==> src/rtl/prism_counter_pkg.sv <==
// prism_counter_pkg
// Shared widths and the FSM state type for the counter sampler slice.
package prism_counter_pkg;

  // Sweep sequence number width (wraps 255 -> 0).
  localparam int SEQ_WIDTH     = 8;
  // Width of the saturating dropped-trigger counter.
  localparam int OVERRUN_WIDTH = 16;

  typedef enum logic [1:0] {
    IDLE = 2'd0,
    SCAN = 2'd1,
    DONE = 2'd2
  } sampler_state_t;

endpackage

==> src/rtl/prism_sync_fifo.sv <==
// prism_sync_fifo
// Single-clock FIFO with first-word-fall-through output (pop_data shows the
// head while empty=0). Push is ignored when full, pop is ignored when empty.
// Push and pop in the same cycle are both honoured when not full.
// Ports:
//   clock, reset   : clock, synchronous active-high reset (flushes contents)
//   push/push_data : write request and data; full blocks the write
//   pop/pop_data   : read request and head data; empty blocks the read
module prism_sync_fifo #(
  parameter int WIDTH = 8,
  parameter int DEPTH = 4
) (
  input  logic             clock,
  input  logic             reset,
  input  logic             push,
  input  logic [WIDTH-1:0] push_data,
  output logic             full,
  input  logic             pop,
  output logic [WIDTH-1:0] pop_data,
  output logic             empty
);

  localparam int AW = $clog2(DEPTH);
  localparam logic [AW:0] PTR_ONE = {{AW{1'b0}}, 1'b1};

  logic [WIDTH-1:0] r_mem [DEPTH];
  logic [AW:0]      r_wr_ptr;
  logic [AW:0]      r_rd_ptr;
  logic             w_do_push;
  logic             w_do_pop;

  // Extra pointer bit distinguishes full from empty when the indices match.
  assign full      = (r_wr_ptr[AW] != r_rd_ptr[AW]) &&
                     (r_wr_ptr[AW-1:0] == r_rd_ptr[AW-1:0]);
  assign empty     = (r_wr_ptr == r_rd_ptr);
  assign w_do_push = push && !full;
  assign w_do_pop  = pop && !empty;
  assign pop_data  = r_mem[r_rd_ptr[AW-1:0]];

  // Pointer update and storage write; storage is cleared so the head reads 0 after reset.
  always_ff @(posedge clock) begin
    if (reset) begin
      r_wr_ptr <= {(AW+1){1'b0}};
      r_rd_ptr <= {(AW+1){1'b0}};
      for (int i = 0; i < DEPTH; i++) begin
        r_mem[i] <= {WIDTH{1'b0}};
      end
    end else begin
      if (w_do_push) begin
        r_mem[r_wr_ptr[AW-1:0]] <= push_data;
        r_wr_ptr                <= r_wr_ptr + PTR_ONE;
      end
      if (w_do_pop) begin
        r_rd_ptr <= r_rd_ptr + PTR_ONE;
      end
    end
  end

endmodule

==> src/rtl/prism_counter_sampler.sv <==
// prism_counter_sampler
// Sweeps every ID of the per-ID event counter bank (periodically or on a
// software trigger), reading and clearing each counter atomically, and emits
// one {id, count, last, seq} record per ID on a valid/ready stream.
// Ports:
//   clock, reset           : clock, synchronous active-high reset
//   enable, period         : periodic sweep timer (period 0 = timer off)
//   start                  : one-cycle software sweep trigger
//   skip_zero              : drop zero-count records except for the last ID
//   monitor_id/_reset      : read/clear interface to the counter bank
//   monitor_count          : bank value for monitor_id (combinational)
//   snoop_op_id/_incr      : copy of the bank's increment port
//   rec_*                  : output record stream (valid/ready)
//   busy, sweep_done       : sweep in progress / one-cycle end pulse
//   overrun_count          : triggers dropped while busy (saturating)
module prism_counter_sampler
  import prism_counter_pkg::*;
#(
  parameter int NIDS         = 8,
  parameter int ID_WIDTH     = $clog2(NIDS),
  parameter int MAX_VALUE    = 65535,
  parameter int VALUE_WIDTH  = $clog2(MAX_VALUE + 1),
  parameter int PERIOD_WIDTH = 32,
  parameter int FIFO_DEPTH   = 4
) (
  input  logic                     clock,
  input  logic                     reset,
  input  logic                     enable,
  input  logic [PERIOD_WIDTH-1:0]  period,
  input  logic                     start,
  input  logic                     skip_zero,
  output logic [ID_WIDTH-1:0]      monitor_id,
  output logic                     monitor_reset,
  input  logic [VALUE_WIDTH-1:0]   monitor_count,
  input  logic [ID_WIDTH-1:0]      snoop_op_id,
  input  logic                     snoop_op_incr,
  output logic                     rec_valid,
  input  logic                     rec_ready,
  output logic [ID_WIDTH-1:0]      rec_id,
  output logic [VALUE_WIDTH:0]     rec_count,
  output logic                     rec_last,
  output logic [SEQ_WIDTH-1:0]     rec_seq,
  output logic                     busy,
  output logic                     sweep_done,
  output logic [OVERRUN_WIDTH-1:0] overrun_count
);

  localparam int REC_WIDTH = ID_WIDTH + VALUE_WIDTH + 1 + 1 + SEQ_WIDTH;
  localparam logic [ID_WIDTH-1:0]     LAST_ID    = ID_WIDTH'(NIDS - 1);
  localparam logic [PERIOD_WIDTH-1:0] PERIOD_ONE = PERIOD_WIDTH'(1'b1);
  localparam logic [PERIOD_WIDTH-1:0] PERIOD_ZERO = {PERIOD_WIDTH{1'b0}};

  sampler_state_t           r_state;
  sampler_state_t           w_state_next;
  logic [ID_WIDTH-1:0]      r_index;
  logic [PERIOD_WIDTH-1:0]  r_timer;
  logic [SEQ_WIDTH-1:0]     r_seq;
  logic [OVERRUN_WIDTH-1:0] r_overrun;

  logic                     w_trigger;
  logic                     w_incr_hit;
  logic [VALUE_WIDTH:0]     w_count;
  logic                     w_is_last;
  logic                     w_skip;
  logic                     w_fire;
  logic                     w_push;
  logic                     w_busy;
  logic                     w_fifo_full;
  logic                     w_fifo_empty;
  logic [REC_WIDTH-1:0]     w_pop_data;

  assign w_trigger  = start ||
                      (enable && (period != PERIOD_ZERO) && (r_timer == period - PERIOD_ONE));
  // An increment landing on the ID being cleared is folded into this record,
  // since the bank's clear wins over its increment in that cycle.
  assign w_incr_hit = snoop_op_incr && (snoop_op_id == r_index);
  assign w_count    = {1'b0, monitor_count} + {{VALUE_WIDTH{1'b0}}, w_incr_hit};
  assign w_is_last  = (r_index == LAST_ID);
  assign w_skip     = skip_zero && (w_count == {(VALUE_WIDTH+1){1'b0}}) && !w_is_last;

  // State register.
  always_ff @(posedge clock) begin
    if (reset) begin
      r_state <= IDLE;
    end else begin
      r_state <= w_state_next;
    end
  end

  // Next-state logic.
  always_comb begin
    w_state_next = r_state;
    case (r_state)
      IDLE:    w_state_next = w_trigger ? SCAN : IDLE;
      SCAN:    w_state_next = (w_fire && w_is_last) ? DONE : SCAN;
      DONE:    w_state_next = IDLE;
      default: w_state_next = IDLE;
    endcase
  end

  // FSM outputs: a scan cycle fires only when the buffer has room.
  always_comb begin
    w_fire     = 1'b0;
    w_push     = 1'b0;
    w_busy     = 1'b0;
    sweep_done = 1'b0;
    case (r_state)
      IDLE: begin
        w_busy = 1'b0;
      end
      SCAN: begin
        w_busy = 1'b1;
        w_fire = !w_fifo_full;
        w_push = !w_fifo_full && !w_skip;
      end
      DONE: begin
        w_busy     = 1'b1;
        sweep_done = 1'b1;
      end
      default: begin
        w_busy = 1'b0;
      end
    endcase
  end

  assign monitor_id    = r_index;
  assign monitor_reset = w_push;
  assign busy          = w_busy;
  assign overrun_count = r_overrun;

  // Scan index: restarts at 0 on a new sweep, advances on every fired cycle.
  always_ff @(posedge clock) begin
    if (reset) begin
      r_index <= {ID_WIDTH{1'b0}};
    end else if ((r_state == IDLE) && w_trigger) begin
      r_index <= {ID_WIDTH{1'b0}};
    end else if (w_fire) begin
      r_index <= w_is_last ? {ID_WIDTH{1'b0}} : r_index + ID_WIDTH'(1'b1);
    end else begin
      r_index <= r_index;
    end
  end

  // Period timer: cleared by any trigger or when disabled, free-runs during a sweep.
  always_ff @(posedge clock) begin
    if (reset) begin
      r_timer <= PERIOD_ZERO;
    end else if (!enable || w_trigger) begin
      r_timer <= PERIOD_ZERO;
    end else if (period != PERIOD_ZERO) begin
      r_timer <= r_timer + PERIOD_ONE;
    end else begin
      r_timer <= PERIOD_ZERO;
    end
  end

  // Sweep sequence number, bumped once per completed sweep.
  always_ff @(posedge clock) begin
    if (reset) begin
      r_seq <= {SEQ_WIDTH{1'b0}};
    end else if (r_state == DONE) begin
      r_seq <= r_seq + SEQ_WIDTH'(1'b1);
    end else begin
      r_seq <= r_seq;
    end
  end

  // Saturating count of triggers that arrive while a sweep is in progress.
  always_ff @(posedge clock) begin
    if (reset) begin
      r_overrun <= {OVERRUN_WIDTH{1'b0}};
    end else if (w_busy && w_trigger && (r_overrun != {OVERRUN_WIDTH{1'b1}})) begin
      r_overrun <= r_overrun + OVERRUN_WIDTH'(1'b1);
    end else begin
      r_overrun <= r_overrun;
    end
  end

  prism_sync_fifo #(
    .WIDTH (REC_WIDTH),
    .DEPTH (FIFO_DEPTH)
  ) u_rec_fifo (
    .clock     (clock),
    .reset     (reset),
    .push      (w_push),
    .push_data ({r_index, w_count, w_is_last, r_seq}),
    .full      (w_fifo_full),
    .pop       (rec_ready),
    .pop_data  (w_pop_data),
    .empty     (w_fifo_empty)
  );

  assign rec_valid = !w_fifo_empty;
  assign {rec_id, rec_count, rec_last, rec_seq} = w_pop_data;

endmodule
==> config.mk <==
export PLATFORM = sky130hd
export DESIGN_NAME = prism_counter_sampler
export DESIGN_NICKNAME = d
export VERILOG_FILES = /design/src/rtl/prism_counter_pkg.sv /design/src/rtl/prism_sync_fifo.sv /design/src/rtl/prism_counter_sampler.sv
export SDC_FILE = /design/constraint.sdc
export NUM_CORES = 1
export LEC_CHECK = 0
export ABC_AREA = 0
export BUFFER_PORTS_ARGS = -buffer_cell sky130_fd_sc_hd__buf_4
export CAP_MARGIN = 10
export CORE_MARGIN = 2
export CORE_UTILIZATION = 59
export DETAILED_ROUTE_END_ITERATION = 16
export GPL_TIMING_DRIVEN = 0
export PLACE_DENSITY = 0.88
export RECOVER_POWER = 50
export SLEW_MARGIN = 0
export SYNTH_ARGS = -nofsm -noshare
export SYNTH_HDL_FRONTEND = slang
export SYNTH_SLANG_ARGS = --single-unit
==> constraint.sdc <==
create_clock -name clock -period 8.11 [get_ports clock]
set_input_delay 2.433 -clock clock [delete_from_list [all_inputs] [get_ports clock]]
set_output_delay 2.433 -clock clock [all_outputs]
set_load 0.02 [all_outputs]
==> results.py, run 1 <==
metrics = {
    "outcome": {
        "status": "complete, no violations",
    },
    "cells_and_area": {
        "drive_gt1_share_pct": 17.1,
        "area_growth_pct": 16.4,
        "diodes": 0,
        "finalNetCount": 1097,
        "stdcell_count": 1259,
    },
    "critical_path": {
        "end_kind": "primary output",
        "critPathArrivalTime_ns": 5.55,
        "crit_fanout": 10,
        "r2r_slack_ns": 2.66,
        "cp-start-kind": "primary input",
        "cp.required_ns": 5.68,
        "rr_worst_depth": 16,
        "path_class": "primary input to primary output",
        "r2r_start": "monitor_id[2]",
        "r2r_end": "u_rec_fifo.r_mem[0][11]",
        "crit_path_start": "snoop_op_id[2]",
        "worstSetupEndpoint": "monitor_reset",
    },
    "power": {
        "switching_share_pct": 26.2,
        "peakVddDrop_mv": 0.186,
        "seqPwrFrac_pct": 46.6,
        "p_int_w": 0.00166,
        "switchingPower_w": 0.000590,
        "p_per_area_nw_per_um2": 198,
        "power_w": 0.00225,
        "p_clk_share_pct": 38.4,
        "leakage_nw": 4.05,
        "combPwrFrac_pct": 15.0,
    },
    "clocking": {
        "cts_sinks": 185,
        "clk_latency_ns": 0.43,
        "cts_hold_buf": 0,
        "cts-buffers-inserted": 17,
        "cts.path.max_buffers": 2,
        "cts_max_level": 4,
        "cts_tree": "built",
        "root_buffer": "clkbuf_16",
        "clk_pin_slew_worst_paths_ns": 0.07,
    },
    "timing": {
        "relSlewSlack_pct": 29.4,
        "tns_ns": 0,
        "setup_slack_ns": 0.131,
        "holdWs_ns": 0.507,
        "post-route-period-util_pct": 98.4,
        "report.final.slew_viol_count": 0,
        "max_slew.worst_pin.slew_ns": 1.06,
        "hold_viol": 0,
        "fmax_mhz": 125,
        "fin_crit_ns": 7.98,
        "setup_viol": 0,
        "clock_skew_ns": 0.0105,
    },
    "worst_hold_path": {
        "min_from": "overrun_count[7]",
        "hold_path_class": "flip-flop to flip-flop",
    },
    "die": {
        "die_h_um": 133,
        "die_w_um": 133,
        "num_io_pins": 110,
        "dieArea_um2": 17600,
        "num_rows": 47,
        "start_util_pct": 59.6,
        "core_um2": 16400,
    },
    "synth": {
        "synth_top_cell_by_area": "edfxtp_1",
        "netlist_area_um2": 9780,
        "synth.distinct_cells": 66,
        "synth_edf_count": 116,
        "postSynthAreaPerCell_um2": 10.9,
        "async_reset_ff_share_pct": 0,
        "yosysSeqAreaShare_pct": 49.7,
        "synthesis.nets": 971,
        "synth_top_cells_by_count": "137 x nor2_1, 116 x edfxtp_1, 69 x dfxtp_1",
        "yosysMostFrequentCell": "nor2_1",
        "yosysWarnings": 0,
        "synthFlopType": "edfxtp_1",
        "yosys_register_bits": 185,
        "syn_inst": 900,
        "synth_top_area_share_pct": 35.6,
        "netlist_top_cells_area": "edfxtp_1 36%, dfxtp_1 14%, mux4_2 6.7%, nor2_1 5.3%, xnor2_1 4.6%",
    },
    "route": {
        "dr.pass1.iters": 5,
        "dr.first_iter.drc_count": 632,
        "vias_per_cell": 6.08,
        "wl_met1_um": 9730,
        "route.met2.wl_um": 12000,
        "ant_nets": 0,
        "drc": 0,
        "post_drt_wl_per_cell_um": 19.0,
        "route.met3.wl_um": 1600,
        "routed_wl_um": 23900,
        "vias": 7651,
        "maxUsedRoutingLayer": "met4",
    },
    "placed_design": {
        "io_buffers": 105,
        "dp_cells": 1228,
        "hpwl_um": 17400,
        "place.gp.congestion": 0.875,
        "pre_cts_ws_ns": -0.193,
    },
    "global_routing": {
        "grt_max_degree": 30,
        "grt_pass1_wl_um": 37800,
        "first_global_vias": 7435,
        "grt_overflow": 0,
        "grt.total_usage_pct": 27.5,
        "antenna_found_initial": 0,
    },
    "run": {
        "max-cap-violations": 0,
    },
}
## critical path, cell delays in order
cell	delay (ns)
buf_4	0.11
xor2_1	0.14
nor3_1	0.21
ha_1	0.22
ha_1	0.24
nand2_2	0.14
or3_4	0.39
o21ai_1	0.18
o2111ai_1	0.13
or4_1	0.62
and2_2	0.31
clkbuf_2	0.21
buf_4	0.19
## state kept, by name, indices dropped and copies added, names as in the netlist, named ones only
signal	flops
r_state	2
u_rec_fifo.r_mem	116
overrun_count	16
u_rec_fifo.r_wr_ptr	3
u_rec_fifo.r_rd_ptr	3
monitor_id	3
r_timer	32
r_seq	8
## what timing repair did
action                     CTS  global route
buffers inserted             0             0
setup endpoints to repair    1             1
resized for setup            2             9
## kinds of logic after synthesis
family,count (synthesis),synth area share (%)
compound gates,71,5.36
flops,185,49.7
xor+xnor,93,8.48
fa+ha+maj,13,1.66
simple gates,429,23.7
buf+inv,68,2.98
mux,41,8.02
## per-stage QoR
stage               area, µm²  utilization, %
finish                  11400            69.4
detailed placement      10900            66.4
floorplan                9780               -
CTS                     11500            70.1
global route            11400            69.4
global placement        10800            66.1
## layer usage
layer / track usage, % / vias up
met4: 10.3 / 0
met3: 5.59 / 53
met1: 34.2 / 3718
met2: 47.7 / 344
li1: - / 3536
met5: 0 / -
## final cells by class
cell class                      instances  area [µm²]
Fill cell                            1209        5020
Sequential cell                       185        4860
Multi-Input combinational cell        647        4670
Timing Repair Buffer                  108         676
Clock buffer                           17         425
Tap cell                              220         275
Buffer                                 47         214
Clock inverter                         15         188
Inverter                               20        75.1
## how the worst min path moves through the flow
stage	endpoint	cells after the start
2_1_floorplan	r_timer[0]	1
3_3_place_gp	r_timer[0]	1
3_5_place_dp	r_timer[0]	1
4_1_cts	overrun_count[7]	2
5_1_grt	overrun_count[7]	2
6_report	overrun_count[7]	2
## power by group through the flow
stage	sequential [W]	clock (W)	combinational, W
final	0.00105	0.000865	0.000338
after global routing	0.00105	0.000898	0.000361
after CTS	0.00105	0.000871	0.000356
after detailed placement	0.00107	0	0.000354
after global placement	0.00107	0	0.000344
after floorplan	0.00106	0	0.000218
## placed cells by master, fill, tap and decap left out, drive strengths merged, types with 4 or more instances in the layout
cell,Yosys,final
and3,24,24
o41ai,4,4
nand2,43,43
ha,13,13
nor2,137,137
nand4,22,22
or4,15,15
nor3,24,24
buf,11,76
or2,6,6
mux4,29,29
nand3,24,24
xor2,41,41
a21oi,13,13
o211ai,4,4
clkbuf,37,96
xnor2,51,51
and2,51,51
nor4,19,19
nor4b,5,5
or3,17,17
a211oi,4,4
o21a,5,5
o31ai,6,6
and4,9,9
clkinv,0,5
nor2b,12,12
nor3b,6,6
edfxtp,116,116
nand2b,4,4
dfxtp,69,69
mux2,9,9
inv,20,26
o21ai,11,11
Power figures use the tool's default switching activity.
==> run 2: changes to the inputs <==
--- a/config.mk
+++ b/config.mk
@@ -8,7 +8,6 @@
 export ABC_AREA = 0
 export BUFFER_PORTS_ARGS = -buffer_cell sky130_fd_sc_hd__buf_4
 export CAP_MARGIN = 10
-export CORE_MARGIN = 2
 export CORE_UTILIZATION = 59
 export DETAILED_ROUTE_END_ITERATION = 16
 export GPL_TIMING_DRIVEN = 0
==> run 2 against run 1 <==
The flow now finishes with violations (max-capacitance violations, max-slew violations). Final area down 0.64%. Die area down 3.0%. Register-to-register slack worse by 0.07 ns. Routed wire length decreased by 1.6%. Global-route usage rose by 0.73 points. Cell count is 0.40% lower. Critical path depth is the same. Non-clock buffer count is 1 lower. Hold slack got worse by 0.011 ns. Critical path type unchanged. Largest power group unchanged. Highest routed layer unchanged.
==> results.py, run 2 (synthesis gave the netlist of run 1 again) <==
metrics = {
    "outcome": {
        "status": "finished with violations",
        "violations": "max-capacitance violations, max-slew violations",
    },
    "route": {
        "vias": 7617,
        "routed_wl_um": 23500,
        "post_drt_wl_per_cell_um": 18.7,
        "drc": 0,
        "ant_nets": 0,
        "vias_per_cell": 6.07,
        "dr.first_iter.drc_count": 709,
        "dr.pass1.iters": 6,
    },
    "critical_path": {
        "cp-start-kind": "primary input",
        "cp.required_ns": 5.68,
        "critPathArrivalTime_ns": 5.46,
        "end_kind": "primary output",
        "slowest_delay_ns": 0.55,
        "path_cells": "clkbuf_4 -> xnor2_1 -> nand2_1 -> nor3_4 -> ha_1 -> ha_2 -> nand3_1 -> xor2_1 -> and4_1 -> nand4_1 -> or4_4 -> and2_2 -> buf_4",
        "crit_buf_inv": 2,
        "slowest_stage": "or4_4",
        "path_delay_family": "simple AND/OR/NAND/NOR gates",
        "crit_fanout": 17,
        "path_class": "primary input to primary output",
    },
    "clocking": {
        "cts_tree": "built",
        "cts_max_level": 4,
        "postCtsSetupBuffers": 0,
        "clk_pin_slew_worst_paths_ns": 0.07,
        "cts-buffers-inserted": 17,
        "root_buffer": "clkbuf_16",
        "cts_sinks": 185,
        "cts.path.max_buffers": 2,
        "clk_latency_ns": 0.43,
    },
    "worst_hold_path": {
        "hold_path_class": "flip-flop to flip-flop",
    },
    "die": {
        "core_um2": 16100,
        "dieArea_um2": 17100,
        "num_io_pins": 110,
        "die_w_um": 131,
        "num_rows": 46,
        "die_h_um": 131,
        "start_util_pct": 60.9,
    },
    "timing": {
        "hold_viol": 0,
        "fin_crit_ns": 7.90,
        "setup_slack_ns": 0.214,
        "report.final.slew_viol_count": 9,
        "relSlewSlack_pct": -2.43,
        "rsz0062_at_grt": "no",
        "fmax_mhz": 127,
        "post-route-period-util_pct": 97.4,
        "clock_skew_ns": 0.0132,
        "setup_viol": 0,
        "max_slew.worst_pin.slew_ns": 1.52,
        "holdWs_ns": 0.496,
    },
    "power": {
        "peakVddDrop_mv": 0.164,
        "leakage_nw": 3.99,
        "power_w": 0.00219,
        "p_per_area_nw_per_um2": 194,
    },
    "cells_and_area": {
        "final_util_pct": 70.5,
        "finalNetCount": 1096,
        "layout_commonest_cell": "nor2_1",
        "drive_gt1_share_pct": 15.9,
        "multi_input_area_um2": 4670,
        "stdcell_count": 1254,
        "final_cell_mix": "137 x nor2_1, 116 x edfxtp_1, 94 x clkbuf_1",
        "fillers": 1206,
        "largest_reg_flops": 116,
        "seq_area_um2": 4860,
        "diodes": 0,
        "largest_register": "u_rec_fifo.r_mem",
        "area_growth_pct": 15.7,
    },
    "placed_design": {
        "io_buffers": 105,
        "place.gp.congestion": 0.922,
        "pre_cts_ws_ns": -0.481,
        "dp_cells": 1224,
        "hpwl_um": 16600,
    },
    "run": {
        "max-cap-violations": 1,
    },
    "global_routing": {
        "grt_overflow": 0,
        "antenna_found_initial": 0,
        "first_global_vias": 7304,
        "grt_max_degree": 30,
        "grt.total_usage_pct": 28.2,
        "grt_pass1_wl_um": 36700,
    },
}
run 2: path summary, 6_finish.rpt:
| path | end | slack [ns] | start | cells past startpoint |
|---|---|---|---|---|
| hold reg to reg | r_timer[0] | 0.50 | r_timer[0] | 1 |
| setup reg to reg | u_rec_fifo.r_mem[0][10] | 2.59 | monitor_id[1] | 17 |
| hold / removal | r_timer[0] | 0.50 | r_timer[0] | 1 |
| setup / recovery | monitor_reset | 0.21 | snoop_op_id[1] | 13 |
run 2: through the flow:
stage                     cell area, µm²  setup TNS (ns)
after global routing               11300               0
after global placement             10800          -0.361
final                              11300               0
after floorplan                     9780               0
after CTS                          11500               0
after detailed placement           10900          -0.481
run 2: per-layer routing:
layer  track usage (%)  vias to the layer above  share of wire, %
met3              5.13                       48               7.2
li1                  -                     3532                 -
met5                 0                        -                 0
met1              36.9                     3640                42
met4              11.8                        0               2.6
met2              46.5                      397                48
run 2: area by class of cell:
cell class                      count  area share (%)
Buffer                             46            1.74
Clock buffer                       17            3.76
Clock inverter                     15            1.33
Inverter                           20           0.663
Multi-Input combinational cell    647            41.3
Sequential cell                   185            43.0
Tap cell                          216            2.39
Timing Repair Buffer              108            5.86
run 2: power breakdown:
group / total (W) / internal, W / switching, W
Sequential: 0.00105 / 0.00103 / 0.0000141
Combinational: 0.000331 / 0.000128 / 0.000203
Clock: 0.000810 / 0.000413 / 0.000398
run 2: repair_timing:
item                       in CTS  in global routing
gates cloned                    0                  0
gates resized for setup         4                 15
hold buffers                    0                  0
setup endpoints to repair       1                  1
==> run 3: changes to the inputs <==
--- a/config.mk
+++ b/config.mk
@@ -8,12 +8,13 @@
 export ABC_AREA = 0
 export BUFFER_PORTS_ARGS = -buffer_cell sky130_fd_sc_hd__buf_4
 export CAP_MARGIN = 10
-export CORE_UTILIZATION = 59
+export CORE_UTILIZATION = 55
 export DETAILED_ROUTE_END_ITERATION = 16
 export GPL_TIMING_DRIVEN = 0
-export PLACE_DENSITY = 0.88
+export PLACE_DENSITY = 0.84
 export RECOVER_POWER = 50
 export SLEW_MARGIN = 0
 export SYNTH_ARGS = -nofsm -noshare
 export SYNTH_HDL_FRONTEND = slang
+export SYNTH_HIERARCHICAL = 1
 export SYNTH_SLANG_ARGS = --single-unit
==> run 3 against run 2 <==
The flow now finishes without violations. Combinational power grew 49%. Via count grew 3.3%. Synthesized cell count grew 5.0%. Die area grew 8.6%. Area after synthesis grew 1.3%. Clock power grew 5.6%. Flip-flop and latch count is the same. Setup slack lost 0.11 ns. First-iteration DRC count grew 10%. Hold slack gained 0.012 ns.
==> results.py, run 3 <==
metrics = {
    "route": {
        "ant_nets": 0,
        "vias": 7870,
        "drc": 0,
        "routed_wl_um": 23900,
        "post_drt_wl_per_cell_um": 18.3,
        "vias_per_cell": 6.03,
        "dr.pass1.iters": 5,
        "dr.first_iter.drc_count": 780,
    },
    "placed_design": {
        "place.gp.congestion": 0.927,
        "hpwl_um": 16700,
        "io_buffers": 103,
        "postPlaceCellArea_um2": 11000,
        "dp_cells": 1273,
    },
    "timing": {
        "post-route-period-util_pct": 98.7,
        "clock_skew_ns": 0.0135,
        "hold_viol": 0,
        "rsz0062_at_grt": "no",
        "fmax_mhz": 125,
        "fin_crit_ns": 8.00,
        "report.final.slew_viol_count": 0,
        "max_slew.worst_pin.slew_ns": 0.916,
        "holdWs_ns": 0.508,
        "setup_viol": 0,
        "relSlewSlack_pct": 38.1,
    },
    "power": {
        "switchingPower_w": 0.000733,
        "p_clk_share_pct": 35.4,
        "seqPwrFrac_pct": 44.2,
        "combPwrFrac_pct": 20.4,
        "power_w": 0.00242,
        "switching_share_pct": 30.3,
        "leakage_nw": 4.12,
        "p_int_w": 0.00168,
        "p_per_area_nw_per_um2": 211,
        "peakVddDrop_mv": 0.178,
    },
    "global_routing": {
        "grt_overflow": 0,
        "grt_max_degree": 30,
        "grt.total_usage_pct": 26.8,
        "first_global_vias": 7525,
        "grt_pass1_wl_um": 38000,
        "antenna_found_initial": 0,
    },
    "die": {
        "start_util_pct": 56.9,
        "die_h_um": 136,
        "num_rows": 48,
        "dieArea_um2": 18600,
        "num_io_pins": 110,
        "die_w_um": 136,
        "core_um2": 17400,
    },
    "clocking": {
        "cts-buffers-inserted": 17,
        "cts_sinks": 185,
        "clk_latency_ns": 0.44,
        "cts_hold_buf": 0,
        "cts_max_level": 4,
        "root_buffer": "clkbuf_16",
        "clk_pin_slew_worst_paths_ns": 0.07,
        "cts_tree": "built",
        "cts.path.max_buffers": 2,
    },
    "run": {
        "max-cap-violations": 0,
    },
    "critical_path": {
        "path_cells": "buf_4 -> xor2_2 -> nor3_4 -> ha_2 -> ha_4 -> or4b_4 -> or4_1 -> or4_4 -> nor4_4 -> a21oi_2 -> buf_4",
        "crit_top_cell": "buf_4",
        "cp-start-kind": "primary input",
        "crit_fanout": 3,
        "path_class": "primary input to primary output",
        "r2r_slack_ns": 3.42,
        "slowest_delay_ns": 0.51,
        "crit_buf_inv": 2,
        "slowest_stage": "or4_4",
        "cp.required_ns": 5.68,
        "critPathArrivalTime_ns": 5.57,
        "path_delay_family": "simple AND/OR/NAND/NOR gates",
        "end_kind": "primary output",
    },
    "outcome": {
        "status": "complete, no violations",
    },
    "synth": {
        "syn_inst": 945,
        "synthesis.nets": 1016,
        "yosysMostFrequentCell": "nor2_1",
        "postSynthAreaPerCell_um2": 10.5,
        "netlist_area_um2": 9910,
        "yosys_register_bits": 185,
        "yosysWarnings": 6,
        "synth_top_cell_by_area": "edfxtp_1",
        "yosysSeqAreaShare_pct": 49.1,
        "synth_edf_count": 116,
        "synth_top_area_share_pct": 35.2,
        "netlist_top_cells_area": "edfxtp_1 35%, dfxtp_1 14%, nor2_1 6.9%, mux4_2 6.6%, xnor2_1 4.7%",
        "async_reset_ff_share_pct": 0,
        "synth_top_cells_by_count": "181 x nor2_1, 116 x edfxtp_1, 72 x nand2_1",
        "synthFlopType": "edfxtp_1",
        "synth.distinct_cells": 67,
    },
    "cells_and_area": {
        "layout_commonest_cell": "nor2_1",
        "design_area_um2": 11400,
        "stdcell_count": 1306,
        "area_growth_pct": 15.4,
        "diodes": 0,
        "drive_gt1_share_pct": 16.8,
        "finalNetCount": 1139,
        "final_cell_mix": "181 x nor2_1, 116 x edfxtp_1, 79 x clkbuf_1",
        "largest_register": "u_rec_fifo/r_mem",
        "final_util_pct": 65.7,
        "largest_reg_flops": 116,
    },
    "worst_hold_path": {
        "hold_path_class": "flip-flop to flip-flop",
    },
}
-- run 3: cell count changes after synthesis, sizes merged, moves of 5 or more --
cell    previous run  this run
a21oi             13        20
and2              51         3
and4               9         4
buf               11        28
clkbuf            37        23
nand2             43        72
nand3             24        42
nor2             137       183
nor2b             12        19
nor4              19        14
o21a               5         0
o21ai             11        18
or3               17         8
-- run 3: kinds of logic (layout without fill, tap and decap cells) --
kind of cell    after synthesis  after routing  synth area share (%)
xor+xnor                     99             99                  8.98
compound gates               85             85                  6.04
fa+ha+maj                    13             13                  1.64
flops                       185            185                  49.1
simple gates                457            457                  23.1
mux                          39             39                  7.68
buf+inv                      67            203                  3.47
-- run 3: routing by layer --
layer / track usage (%) / vias up / part of all wire [%]
met5: 0 / - / 0
met4: 8.77 / 0 / 1.7
met3: 5.29 / 32 / 7.5
met2: 46.1 / 366 / 50
met1: 33.7 / 3818 / 41
li1: - / 3654 / -
-- run 3: stage by stage --
stage | TNS [ns] | setup WS [ns]
2_1_floorplan | 0 | 0.690
3_3_place_gp | -0.359 | -0.359
3_5_place_dp | -0.414 | -0.414
4_1_cts | 0 | 0.0217
5_1_grt | 0 | 0.0206
6_report | 0 | 0.107
-- run 3: cell type report --
class                      instances  area (µm²)
buffer                            51         268
clock buffer                      17         425
clock inverter                    15         185
fill                            1386        5980
inverter                          16        60.1
multi-input combinational        693        4750
sequential                       185        4860
tap                              225         282
timing repair buffer             104         597
-- run 3: worst paths after layout --
kind             startpoint                 endpoint  cells past startpoint
min              r_timer[0]               r_timer[0]                      1
max reg2reg   monitor_id[1]  u_rec_fifo/r_mem[0][18]                     15
max          snoop_op_id[2]            monitor_reset                     11
min reg2reg      r_timer[0]               r_timer[0]                      1
-- run 3: power groups by stage --
| stage | Sequential [W] | Combinational, W | Clock (W) |
|---|---|---|---|
| finish | 0.00107 | 0.000493 | 0.000855 |
| global placement | 0.00109 | 0.000514 | 0 |
| CTS | 0.00107 | 0.000528 | 0.000867 |
| floorplan | 0.00108 | 0.000340 | 0 |
| detailed placement | 0.00109 | 0.000524 | 0 |
| global route | 0.00107 | 0.000532 | 0.000903 |
-- run 3: what timing repair did --
action                     CTS  global route
resized for setup            6             5
pin swaps                    2             7
setup endpoints to repair    1             1
setup buffers                0             1
